===== src/rtl/shift_sequencer_if.sv =====
// Job-request and result handshakes for the shift sequencer.
// slave is the sequencer side and master is the requester/consumer side.
interface shift_sequencer_if #(
    parameter int DATA_W = 8,
    parameter int AMT_W  = 8
);
    logic              in_valid;
    logic              in_ready;
    logic [1:0]        op;
    logic [DATA_W-1:0] operand;
    logic [AMT_W-1:0]  amount;
    logic              out_valid;
    logic              out_ready;
    logic [DATA_W-1:0] result;
    logic              busy;

    modport slave (
        input  in_valid, op, operand, amount, out_ready,
        output in_ready, out_valid, result, busy
    );

    modport master (
        output in_valid, op, operand, amount, out_ready,
        input  in_ready, out_valid, result, busy
    );
endinterface


===== src/rtl/shift_sequencer.sv =====
// Full-amount SLL/SRL/SRA/ROR built from chunks of up to STEP_MAX bits. SHIFT_SATURATE_EN shortcuts amounts >= 8.
// Latency: 1 cycle when nothing is left to shift, otherwise ceil(rem/STEP_MAX)+1 cycles.
// Backpressure: RESULT is held in DONE until out_ready. A new job is accepted only in IDLE.
module shift_sequencer #(
    parameter int DATA_W   = 8,
    parameter int AMT_W    = 8,
    parameter int STEP_MAX = 7
) (
    input logic                clk,
    input logic                reset_n,
    shift_sequencer_if.slave   bus
);
    typedef enum logic [1:0] {IDLE, RUN, DONE} state_t;

    localparam logic [1:0] OP_SLL = 2'd0;
    localparam logic [1:0] OP_SRL = 2'd1;
    localparam logic [1:0] OP_SRA = 2'd2;
    localparam logic [1:0] OP_ROR = 2'd3;
    localparam logic [AMT_W-1:0] STEP_LIM = AMT_W'(STEP_MAX);

    state_t              state_q, state_d;
    logic [DATA_W-1:0]   data_q, data_d;
    logic [DATA_W-1:0]   result_q, result_d;
    logic [AMT_W-1:0]    rem_q, rem_d;
    logic [1:0]          op_q, op_d;
    logic [2:0]          step;
    logic [DATA_W-1:0]   shifted;
    logic [2*DATA_W-1:0] rot;
    logic [AMT_W-1:0]    rem_next;
    logic [AMT_W-1:0]    acc_rem;
    logic                in_ready_c, out_valid_c, busy_c;

    always_comb begin
        step     = (rem_q < STEP_LIM) ? rem_q[2:0] : STEP_LIM[2:0];
        rem_next = rem_q - AMT_W'(step);
        rot      = {data_q, data_q} >> step;
        case (op_q)
            OP_SLL:  shifted = data_q << step;
            OP_SRL:  shifted = data_q >> step;
            OP_SRA:  shifted = $signed(data_q) >>> step;
            default: shifted = rot[DATA_W-1:0];
        endcase
    end

    // A rotate by a multiple of the width is the identity, so only the low bits matter.
    assign acc_rem = (bus.op == OP_ROR) ? {{(AMT_W-3){1'b0}}, bus.amount[2:0]} : bus.amount;

    always_comb begin
        state_d     = state_q;
        data_d      = data_q;
        rem_d       = rem_q;
        op_d        = op_q;
        result_d    = result_q;
        in_ready_c  = 1'b0;
        out_valid_c = 1'b0;
        busy_c      = 1'b0;
        case (state_q)
            IDLE: begin
                in_ready_c = 1'b1;
                if (bus.in_valid) begin
                    op_d   = bus.op;
                    data_d = bus.operand;
                    rem_d  = acc_rem;
                    if (acc_rem == '0) begin
                        state_d  = DONE;
                        result_d = bus.operand;
                    end else begin
                        state_d = RUN;
                    end
`ifdef SHIFT_SATURATE_EN
                    if (bus.op != OP_ROR && bus.amount >= AMT_W'(8)) begin
                        state_d  = DONE;
                        rem_d    = '0;
                        result_d = (bus.op == OP_SRA) ? {DATA_W{bus.operand[DATA_W-1]}} : '0;
                    end
`endif
                end
            end
            RUN: begin
                busy_c = 1'b1;
                data_d = shifted;
                rem_d  = rem_next;
                if (rem_next == '0) begin
                    result_d = shifted;
                    state_d  = DONE;
                end
            end
            DONE: begin
                out_valid_c = 1'b1;
                if (bus.out_ready) state_d = IDLE;
            end
            default: state_d = IDLE;
        endcase
    end

    always_ff @(posedge clk or negedge reset_n) begin
        if (!reset_n) begin
            state_q  <= IDLE;
            data_q   <= '0;
            result_q <= '0;
            rem_q    <= '0;
            op_q     <= '0;
        end else begin
            state_q  <= state_d;
            data_q   <= data_d;
            result_q <= result_d;
            rem_q    <= rem_d;
            op_q     <= op_d;
        end
    end

    assign bus.in_ready  = in_ready_c;
    assign bus.out_valid = out_valid_c;
    assign bus.busy      = busy_c;
    assign bus.result    = result_q;
endmodule


===== src/flat_wrapper.sv =====
// flat-port wrapper written by rule: the top's interface ports become plain ports
module shift_sequencer_flat 
#(
    parameter int DATA_W   = 8,
    parameter int AMT_W    = 8,
    parameter int STEP_MAX = 7
)
  (clk, reset_n, bus_in_valid, bus_op, bus_operand, bus_amount, bus_out_ready, bus_in_ready, bus_out_valid, bus_result, bus_busy);
  shift_sequencer_if #(.DATA_W(DATA_W), .AMT_W(AMT_W)) bus_i ();
  input logic clk;
  input logic reset_n;
  input wire logic [$bits(bus_i.in_valid)-1:0] bus_in_valid;
  input wire logic [$bits(bus_i.op)-1:0] bus_op;
  input wire logic [$bits(bus_i.operand)-1:0] bus_operand;
  input wire logic [$bits(bus_i.amount)-1:0] bus_amount;
  input wire logic [$bits(bus_i.out_ready)-1:0] bus_out_ready;
  output wire logic [$bits(bus_i.in_ready)-1:0] bus_in_ready;
  output wire logic [$bits(bus_i.out_valid)-1:0] bus_out_valid;
  output wire logic [$bits(bus_i.result)-1:0] bus_result;
  output wire logic [$bits(bus_i.busy)-1:0] bus_busy;
  assign bus_i.in_valid = bus_in_valid;
  assign bus_i.op = bus_op;
  assign bus_i.operand = bus_operand;
  assign bus_i.amount = bus_amount;
  assign bus_i.out_ready = bus_out_ready;
  assign bus_in_ready = bus_i.in_ready;
  assign bus_out_valid = bus_i.out_valid;
  assign bus_result = bus_i.result;
  assign bus_busy = bus_i.busy;
  shift_sequencer #(.DATA_W(DATA_W), .AMT_W(AMT_W), .STEP_MAX(STEP_MAX)) u_core (.clk(clk), .reset_n(reset_n), .bus(bus_i));
endmodule

===== config.mk =====
export PLATFORM = sky130hd
export DESIGN_NAME = shift_sequencer_flat
export DESIGN_NICKNAME = d
export VERILOG_FILES = /design/src/rtl/shift_sequencer_if.sv /design/src/rtl/shift_sequencer.sv /design/src/flat_wrapper.sv
export SDC_FILE = /design/constraint.sdc
export NUM_CORES = 1
export LEC_CHECK = 0
export CAP_MARGIN = 20
export CORE_MARGIN = 10
export CORE_UTILIZATION = 25
export CTS_BUF_LIST = sky130_fd_sc_hd__clkbuf_4
export DETAILED_ROUTE_END_ITERATION = 8
export DONT_BUFFER_PORTS = 1
export PLACE_DENSITY = 0.48
export SLEW_MARGIN = 0
export SYNTH_ARGS = -nofsm -noshare
export SYNTH_HDL_FRONTEND = slang
export SYNTH_SLANG_ARGS = --single-unit

===== constraint.sdc =====
create_clock -name clk -period 4.1 [get_ports clk]
set_input_delay 1.025 -clock clk [delete_from_list [all_inputs] [get_ports clk]]
set_output_delay 1.025 -clock clk [all_outputs]
set_load 0.05 [all_outputs]

* After elaboration in Yosys (flattened, before gate mapping)
Cells that the tools add are included. Widths: inputs -> output; s select.
Storage, ports and cells: input port bits 22, flip-flop bits (word level) 28, word-level logic and storage cells 48, output and inout port bits 11
Operators by class: reduce and logical (&&, ||, !) cells 9, equality and inequality tests 9, order comparisons 1, add/subtract/negate cells 1, shift operators 4, multiplexer cells 19
Operator list (number):
- $mux 8 | 6
- $pmux 8 s2 | 3
- $pmux 8 s3 | 1
- $logic_not 8->1 | 2
- $shr 16x3->8 | 1
- $lt 8x3->1 const B | 1
- $mux 2 | 4
- $shl 8x3->8 | 1
- $shr 8x3->8 | 1
- $sshr 8x3->8 | 1
- $sub 8x3->8 | 1
- $eq 2x2->1 const B | 3
- $pmux 2 s3 | 1
- $eq 2x1->1 const B | 2
- $logic_not 2->1 | 2
- $ne 2x1->1 const B | 2
- $ne 2x2->1 const B | 2
- $reduce_and 2->1 | 2
- $reduce_and 4->1 | 1
- $mux 1 | 3
- $mux 3 | 1
- $reduce_and 3->1 | 1
- $reduce_bool 2->1 | 1

* Logic depth before layout (Yosys ltp)
Gate-level depths: netlist of run 1.
depth after elaboration 6, gate-level depth with buffers 11, depth with buffers taken out 10

* Least setup slack after synthesis of run 1
OpenSTA, ideal clock, no wires.
path type register to register, start register u_core.rem_q[7], end register u_core.result_q[0], in the netlist u_core.bus.result[0], period minus slack after synthesis 2985 ps, path slack 1115 ps, arrival time 2860 ps, setup time 125 ps, path buffers 1, required time 3975 ps, cell stages (with the launch flop) 12, cells stage by stage dfrtp_1 buf_4 nor2_1 nand2_1 nand2_1 ha_1 and2_1 o41a_1 a2111oi_2 nand4_2 mux2i_4 mux2_4
Between the ends: word-level cells in the longest chain between the ends 6, elaborated cells on any way between the ends 13, classes of those cells 1 x add/sub; 1 x order compare; 1 x eq/ne; 4 x shift; 4 x mux; 2 x reduce/logical
Ends and longest elaborated chain:
- start, declared | line shift_sequencer.sv:24 | logic [AMT_W-1:0] rem_q, rem_d;
- start signal, assigned | line shift_sequencer.sv:107 | rem_q <= rem_d;
- $lt 8x3->1 | line shift_sequencer.sv:34 | step = (rem_q < STEP_LIM) ? rem_q[2:0] : STEP_LIM[2:0];
- $mux 3 | line shift_sequencer.sv:34
- $sub 8x3->8, or another cell as far along | line shift_sequencer.sv:35 | rem_next = rem_q - AMT_W'(step);
- $logic_not 8->1 / $pmux 8 s3 (equally long branches) | line shift_sequencer.sv:83, shift_sequencer.sv:37
- $ne 2x1->1 (no source line) / $mux 8 (equally long branches)
- $reduce_and 4->1 (no source line) / $pmux 8 s2 (equally long branches)
- end signal, assigned | line shift_sequencer.sv:106 | result_q <= result_d;
- end, declared | line shift_sequencer.sv:23 | logic [DATA_W-1:0] result_q, result_d;
Parallel ways exist; a longest one is shown, timed or not. The select of a mux whose other input is x is not followed. A chain may end at the register's enable or synchronous reset.

* Final worst setup path of run 1
start register u_core.rem_q[4], end register u_core.result_q[3], in the netlist u_core.bus.result[3]
The elaborated chain is that of the path after synthesis.

==> results.md, run 1 <==
## Clock tree
* **Inserted Clock Buffers** 3
* **root cell of the clock tree** clkbuf_4
* **later-pin clock latency in the skew report** 350 ps
* **H-tree level count** 1
* **clock sink total** 28
* **count of cells resized by post-cts repair** 0
* **CTS tree** yes
* **Max Buffers Root-to-Sink** 2
* **clock-pin transition on the worst setup and hold timing paths** 170 ps
* **buffers inserted by post-CTS timing repair** 0
* **number of buffers inserted by hold repair at cts** 0

## STA
* **number of max-slew violations in the final report** 0
* **min Tclk post-route** 3283 ps
* **final setup skew** 17.76 ps
* **final cycle utilization of the critical path** 80.06%
* **TNS Setup** 0 ps
* **Hold Worst Slack** 336.7 ps
* **RSZ-0062 raised after global routing** false
* **final hold violations** 0
* **total of endpoints with negative setup slack in the final report** 0
* **worst-margin pin slew** 993.8 ps
* **relative max-transition margin** 33.61%
* **highest attainable clock frequency** 304.6 MHz

## Global routing
* **most utilized layer in the global route result** met2
* **total global routing overflow** 0
* **largest net degree at the start of global routing** 29
* **GRT met2 Usage** 18.10%
* **met3 capacity usage during global routing** 2.158%
* **Global Route met1 Usage** 14.99%
* **number of antenna violations at the first check in global routing** 1
* **overall fraction of global-route tracks in use** 11.70%
* **first-pass GRT wire length** 14.23 mm
* **via count of the first global-routing pass** 2578

## Setup path
* **Max stage delay on crit path** 500 ps
* **FF-to-FF setup slack** 820 ps
* **RR Endpoint** u_core.bus.result[3]
* **CP Capture Type** flop
* **type of the setup path with the least slack** flop to flop
* **launch instance of the worst register-to-register path** u_core.rem_q[4]
* **crit path launch type** flop
* **timing endpoint of the critical path** u_core.bus.result[3]
* **cell mode on critical path** nand2_1
* **R2R cell count** 10
* **critical path startpoint** u_core.rem_q[4]
* **cells traversed along the worst timing path** nor3_2, nand2_1, nand2_1, ha_1, and2_1, o41a_1, a2111oi_2, nand4_2, mux2i_4, mux2_4
* **largest fanout on the critical path** 8
* **Worst EP arrival** 3520 ps
* **endpoint required time on the critical path** 4340 ps
* **slowest stage cell on the critical path** dfrtp_1

## Synthesis
* **distinct cell type count of the synthesized netlist** 58
* **Syn Nets** 352
* **most instantiated flip-flop cell in the synthesis netlist** dfrtp_1
* **gate count after technology mapping** 329
* **Avg Synthesized Cell Area** 7.952 µm²
* **part of the Yosys area used for sequential elements** 26.78%
* **async set-or-reset flop fraction in the synthesized netlist** 100.0%
* **synthesized flop and latch total** 28
* **Synth Cell Area** 2616 µm²
* **Post-synth EDFFs** 0
* **warnings from Yosys** 0

## Power
* **power density normalized to cell area** 921.0 nW/µm²
* **Logic pwr share** 65.1%
* **part of the total power dissipated in the clock network** 4.9%
* **Int Power** 1.070 mW
* **switching portion of total power** 57.77%
* **peak supply drop** 0.0004522 V
* **cell leakage power** 1.011 nW
* **net switching component of the power** 1.463 mW
* **Reg power frac** 30.0%
* **Final Power** 2.533 mW

## Floorplan
* **die area** 14960 µm²
* **Top-Level Pins** 33
* **DIE WIDTH** 122.3 µm
* **number of standard-cell rows in the floorplan** 37
* **initial core utilization** 25.46%
* **area of the core region** 10280 µm²
* **die boundary height** 122.3 µm

## Place
* **instance area after placement** 2725 µm²
* **number of buffer cells added on primary ports** 0
* **placer congestion estimate** 0.9173
* **Post-DP HPWL** 6.465 mm

## Routing
* **Final Routed Wirelength** 8.899 mm
* **total via count after detailed routing** 2669
* **number of vias per cell after detailed routing** 5.944
* **ANT nets after route** 0
* **routed wire length per instance** 19.82 µm
* **number of design-rule violations left by the first detailed-router iteration** 547
* **DRC errors left** 0
* **length of the first detailed-routing pass in iterations** 5

## Cells and area
* **fraction of final layout cells with drive strength greater than 1** 12.50%
* **final design instance area without fill** 2750 µm²
* **Syn-to-layout area delta** 5.117%
* **final-stage net count** 337

## Hold path
* **type of the worst min-delay path** primary input to asynchronous set/reset pin

## Status
* **result of the run** completed

## Flow run
* **number of maximum-capacitance constraint violations** 0

## area by class of cell
type | count | area, µm²
fillers | 1141 | 7527
multi-input cells | 259 | 1730
flip-flops and latches | 28 | 700.7
well taps | 136 | 170.2
repair buffers | 11 | 82.58
inverters | 11 | 41.29
clock buffers | 3 | 22.52
diodes | 1 | 2.502
## cell families (layout without fill, tap and decap cells)
kind of cell               Yosys count  in the layout  synth area share (%)
AOI/OAI and AO/OA                  119            119                 32.14
and+or+nand+nor                    116            116                 22.86
buffers and inverters               42             25                 7.078
DFF                                 28             28                 26.78
muxes                               23             23                 10.66
adders and majority gates            1              1                0.4782
other                                0              1                     0
## stage by stage
step / cells / setup slack [ps] / util [%]
final: 449 / 817.4 / 26.76
after global routing: 449 / 604.4 / 26.76
after CTS: 448 / 802.5 / 26.73
after detailed placement: 445 / 830.8 / 26.52
after global placement: 445 / 904.8 / 26.52
after floorplan: 329 / 1115 / -
## Yosys cell counts (3+ instances only)
| master | n | area, µm² |
|---|---|---|
| a2111oi_0 | 3 | 26.28 |
| a2111oi_2 | 3 | 45.04 |
| a211oi_1 | 8 | 60.06 |
| a21o_1 | 4 | 30.03 |
| a21oi_1 | 30 | 150.1 |
| a221oi_1 | 4 | 35.03 |
| and3_1 | 4 | 25.02 |
| buf_2 | 4 | 20.02 |
| clkbuf_1 | 23 | 86.33 |
| dfrtp_1 | 28 | 700.7 |
| inv_1 | 9 | 33.78 |
| mux2_2 | 5 | 56.30 |
| mux2_4 | 6 | 90.09 |
| mux2i_1 | 11 | 110.1 |
| nand2_1 | 30 | 112.6 |
| nand2b_1 | 6 | 37.54 |
| nand3_1 | 11 | 55.05 |
| nand3b_1 | 4 | 30.03 |
| nand4_1 | 4 | 25.02 |
| nor2_1 | 20 | 75.07 |
| nor3_1 | 11 | 55.05 |
| nor4_1 | 5 | 31.28 |
| o211ai_1 | 5 | 37.54 |
| o21ai_0 | 23 | 115.1 |
| o22ai_1 | 5 | 31.28 |
| o311ai_0 | 3 | 26.28 |
| o31ai_1 | 7 | 52.55 |
| o32ai_1 | 4 | 35.03 |
| or2_2 | 4 | 25.02 |
| or3_1 | 6 | 37.54 |
| or4_1 | 3 | 22.52 |
## how the worst min path moves through the flow
| stage | start | to | slack (ps) | cells after the start |
|---|---|---|---|---|
| finish | reset_n | u_core.data_q[1] | 340 | 0 |
| global placement | u_core.state_q[1] | u_core.state_q[0] | 470 | 1 |
| floorplan | u_core.state_q[1] | u_core.state_q[0] | 440 | 1 |
| global route | reset_n | u_core.data_q[1] | 320 | 0 |
| detailed placement | u_core.state_q[1] | u_core.state_q[0] | 470 | 1 |
| CTS | reset_n | u_core.data_q[1] | 340 | 0 |
## flip-flops by register name, summed over array words and instances, names as in the netlist
register and count:
u_core.op_q 2, u_core.data_q 8, u_core.state_q 2, u_core.rem_q 8, u_core.bus.result 8
## metal layers
metal / share of wire (%) / vias up
li1: - / 1235
met1: 41 / 1226
met2: 45 / 176
met3: 8.8 / 32
met4: 5.2 / 0
met5: 0 / -
## placed cells by master (no fill, tap or decap), types with 2 or more instances in the layout
cell type	n
nor4_1	5
a21o_1	4
o221a_2	2
nand3b_1	4
o32ai_1	4
nand3_1	11
nor2b_1	2
nor3_1	11
dfrtp_1	28
o41ai_1	2
nand2_1	30
nand2b_1	6
o211ai_1	5
inv_1	9
a221o_1	2
or3_1	6
mux2_4	6
or4_1	3
mux2_2	5
o31a_1	2
a2111oi_2	3
mux2i_1	11
buf_4	11
nand4_1	4
a32oi_1	2
a21oi_1	30
o21ai_0	23
clkbuf_4	3
o22ai_1	5
clkinv_1	2
a2111oi_0	3
or2_2	4
o311ai_0	3
o31ai_1	7
a221oi_1	4
and3_1	4
nor2_1	20
a211oi_1	8
## power by group through the flow
stage	Combinational (mW)	Sequential (mW)	Clock, mW
after floorplan	1.36	0.618	0
after global placement	1.66	0.773	0
after CTS	1.62	0.753	0.127
final	1.65	0.759	0.124
after global routing	1.80	0.780	0.137
after detailed placement	1.61	0.760	0
## critical path, delay by kind of cell (launching register included)
| kind | cells | cell delay [ps] |
|---|---|---|
| flip-flops | 1 | 500 |
| AND/OR/NAND/NOR | 5 | 910 |
| multiplexers | 2 | 790 |
| adder cells (fa/ha/maj) | 1 | 290 |
| AO/OA/AOI/OAI | 2 | 710 |
Note: power is estimated with default switching activity, not from simulation.
==> inputs of run 2 (changes only) <==
PLACE_DENSITY = 0.5   (was 0.48)
clock period = 2.7 ns   (was 4.1 ns; I/O delays follow)
==> run 2 against run 1 <==
Total power grew 70%. Final cell count grew 5.8%. Critical path depth rose by 1. Routed wire length increased by 8.6%. Clock skew is 5.9 ps lower. Die area stayed put. Flip-flop and latch count unchanged. Register-to-register slack worse by 760 ps. Hold slack got worse by 210 ps. Non-clock buffer count is 26 higher. Sequential share of layout area down 2.6 points. Utilization increased by 3.0 points. Highest routed layer unchanged.
==> results.md, run 2 (synthesis results as in run 1) <==
## Status
* **result of the run** completed, unchanged

## Floorplan
* **die area** 14960 µm², unchanged
* **Top-Level Pins** 33, unchanged
* **DIE WIDTH** 122.3 µm, unchanged
* **initial core utilization** 25.46%, unchanged
* **number of standard-cell rows in the floorplan** 37, unchanged
* **area of the core region** 10280 µm², unchanged
* **die boundary height** 122.3 µm, unchanged

## Routing
* **ANT nets after route** 0, unchanged
* **routed wire length per instance** 20.35 µm, was 19.82 µm
* **DRC errors left** 0, unchanged
* **length of the first detailed-routing pass in iterations** 5, unchanged
* **total via count after detailed routing** 2745, was 2669
* **number of design-rule violations left by the first detailed-router iteration** 261, was 547
* **number of vias per cell after detailed routing** 5.779, was 5.944
* **Final Routed Wirelength** 9.665 mm, was 8.899 mm

## Clock tree
* **H-tree level count** 1, unchanged
* **Max Buffers Root-to-Sink** 2, unchanged
* **CTS tree** yes, unchanged
* **clock-pin transition on the worst setup and hold timing paths** 170 ps, about the same
* **root cell of the clock tree** clkbuf_4, unchanged
* **clock sink total** 28, unchanged
* **Inserted Clock Buffers** 3, unchanged
* **later-pin clock latency in the skew report** 350 ps, about the same

## Global routing
* **total global routing overflow** 0, unchanged
* **Global Route met1 Usage** 16.50%, was 14.99%
* **first-pass GRT wire length** 15.30 mm, was 14.23 mm
* **largest net degree at the start of global routing** 29, unchanged
* **overall fraction of global-route tracks in use** 12.70%, was 11.70%
* **most utilized layer in the global route result** met2, unchanged
* **number of antenna violations at the first check in global routing** 1, unchanged
* **met3 capacity usage during global routing** 2.388%, was 2.158%
* **via count of the first global-routing pass** 2720, was 2578
* **GRT met2 Usage** 20.86%, was 18.10%

## Cells and area
* **post-route non-filler standard cell count** 475, was 449
* **top library cells by usage in the layout, fill and taps aside** buf_4, a21oi_1, nand2_1, dfrtp_1, o21ai_0, was nand2_1, a21oi_1, dfrtp_1
* **final-stage net count** 363, was 337
* **Syn-to-layout area delta** 17.03%, was 5.117%
* **fraction of final layout cells with drive strength greater than 1** 21.89%, was 12.50%
* **most common library cell in the layout ignoring fill and taps** buf_4
* **final design instance area without fill** 3062 µm², was 2750 µm²

## Power
* **peak supply drop** 0.0008687 V, was 0.0004522 V
* **cell leakage power** 1.171 nW, was 1.011 nW
* **power density normalized to cell area** 1405 nW/µm², was 921.0 nW/µm²

## Setup path
* **crit path launch type** flop, unchanged
* **timing endpoint of the critical path** u_core.bus.result[5], was u_core.bus.result[3]
* **critical path startpoint** u_core.rem_q[3], was u_core.rem_q[4]
* **largest fanout on the critical path** 8, unchanged
* **RR Endpoint** u_core.bus.result[5], was u_core.bus.result[3]
* **FF-to-FF setup slack** 60 ps, was 820 ps
* **Worst EP arrival** 2890 ps, was 3520 ps
* **type of the setup path with the least slack** flop to flop, unchanged
* **R2R cell count** 11, was 10
* **CP Capture Type** flop, unchanged
* **launch instance of the worst register-to-register path** u_core.rem_q[3], was u_core.rem_q[4]
* **endpoint required time on the critical path** 2950 ps, was 4340 ps

## STA
* **post-route setup slack** 57.28 ps, was 817.4 ps
* **highest attainable clock frequency** 378.4 MHz, was 304.6 MHz
* **Hold Worst Slack** 125.7 ps, was 336.7 ps
* **final setup skew** 11.90 ps, was 17.76 ps
* **RSZ-0062 raised after global routing** true, was false
* **min Tclk post-route** 2643 ps, was 3283 ps
* **number of max-slew violations in the final report** 0, unchanged
* **relative max-transition margin** 56.17%, was 33.61%
* **final hold violations** 0, unchanged
* **final cycle utilization of the critical path** 97.88%, was 80.06%
* **total of endpoints with negative setup slack in the final report** 0, unchanged
* **worst-margin pin slew** 657.4 ps, was 993.8 ps

## Place
* **placer congestion estimate** 0.9097, was 0.9173
* **number of buffer cells added on primary ports** 0, unchanged
* **instance area after placement** 2969 µm², was 2725 µm²
* **worst setup slack before clock tree synthesis** 20.78 ps, was 830.8 ps
* **dpl cells** 467, was 445
* **Post-DP HPWL** 6.980 mm, was 6.465 mm

## Flow run
* **number of maximum-capacitance constraint violations** 0, unchanged

## Hold path
* **type of the worst min-delay path** primary input to asynchronous set/reset pin, unchanged

[run 2: cell types whose count changed in the layout (fill, tap and decap cells not counted), sizes merged]
cell,change
buf,+26
[run 2: cell type report]
type	instances	area (µm²)
sequential	28	701.9
timing repair buffer	37	327.8
antenna	1	2.502
clock buffer	3	22.52
multi-input combinational	259	1794
tap	136	170.2
inverter	11	42.54
fill	1128	7216
[run 2: repair_timing]
| action | in CTS | in global routing |
|---|---|---|
| pin swaps | 0 | 1 |
| endpoints found under the setup margin | 6 | 6 |
| hold endpoints to repair | 28 | 0 |
| buffers inserted | 0 | 3 |
| hold buffers | 1 | 0 |
| resized for setup | 1 | 3 |
[run 2: worst min path at each step]
stage                                 to  slack [ps]  cells past startpoint
floorplan           u_core.bus.result[0]         380                      0
global placement        u_core.data_q[5]         380                      0
detailed placement      u_core.data_q[1]         380                      0
CTS                      u_core.rem_q[0]         130                      1
global route             u_core.rem_q[2]         120                      1
finish                   u_core.rem_q[0]         130                      1
[run 2: power by group]
| group | switching [mW] | internal (mW) |
|---|---|---|
| sequential | 0.506 | 0.613 |
| clock | 0.139 | 0.0526 |
| combinational | 1.73 | 1.26 |
| total | 2.37 | 1.93 |
[run 2: routing by layer]
layer	vias to the layer above	wire length, µm
met4	0	178
li1	1285	-
met5	-	0
met2	126	4624
met3	13	677
met1	1321	4185
[run 2: worst max-delay path, stage by stage, from the launching register on]
cell and delay (ps):
dfrtp_2 450, nor2_4 60, nand2_4 90, nand2_4 60
ha_4 150, and2_4 150, o41a_1 410, a2111oi_4 330
nand4_2 180, mux2i_4 200, buf_12 160, mux2_4 300
[run 2: stage by stage]
| stage | power, mW | setup TNS, ps | util (%) |
|---|---|---|---|
| after floorplan | 3.084 | -259.2 | - |
| after global placement | 3.970 | 0 | 28.89 |
| after detailed placement | 3.951 | 0 | 28.89 |
| after CTS | 4.207 | 0 | 29.43 |
| after global routing | 4.596 | -111.9 | 29.79 |
| final | 4.300 | 0 | 29.79 |
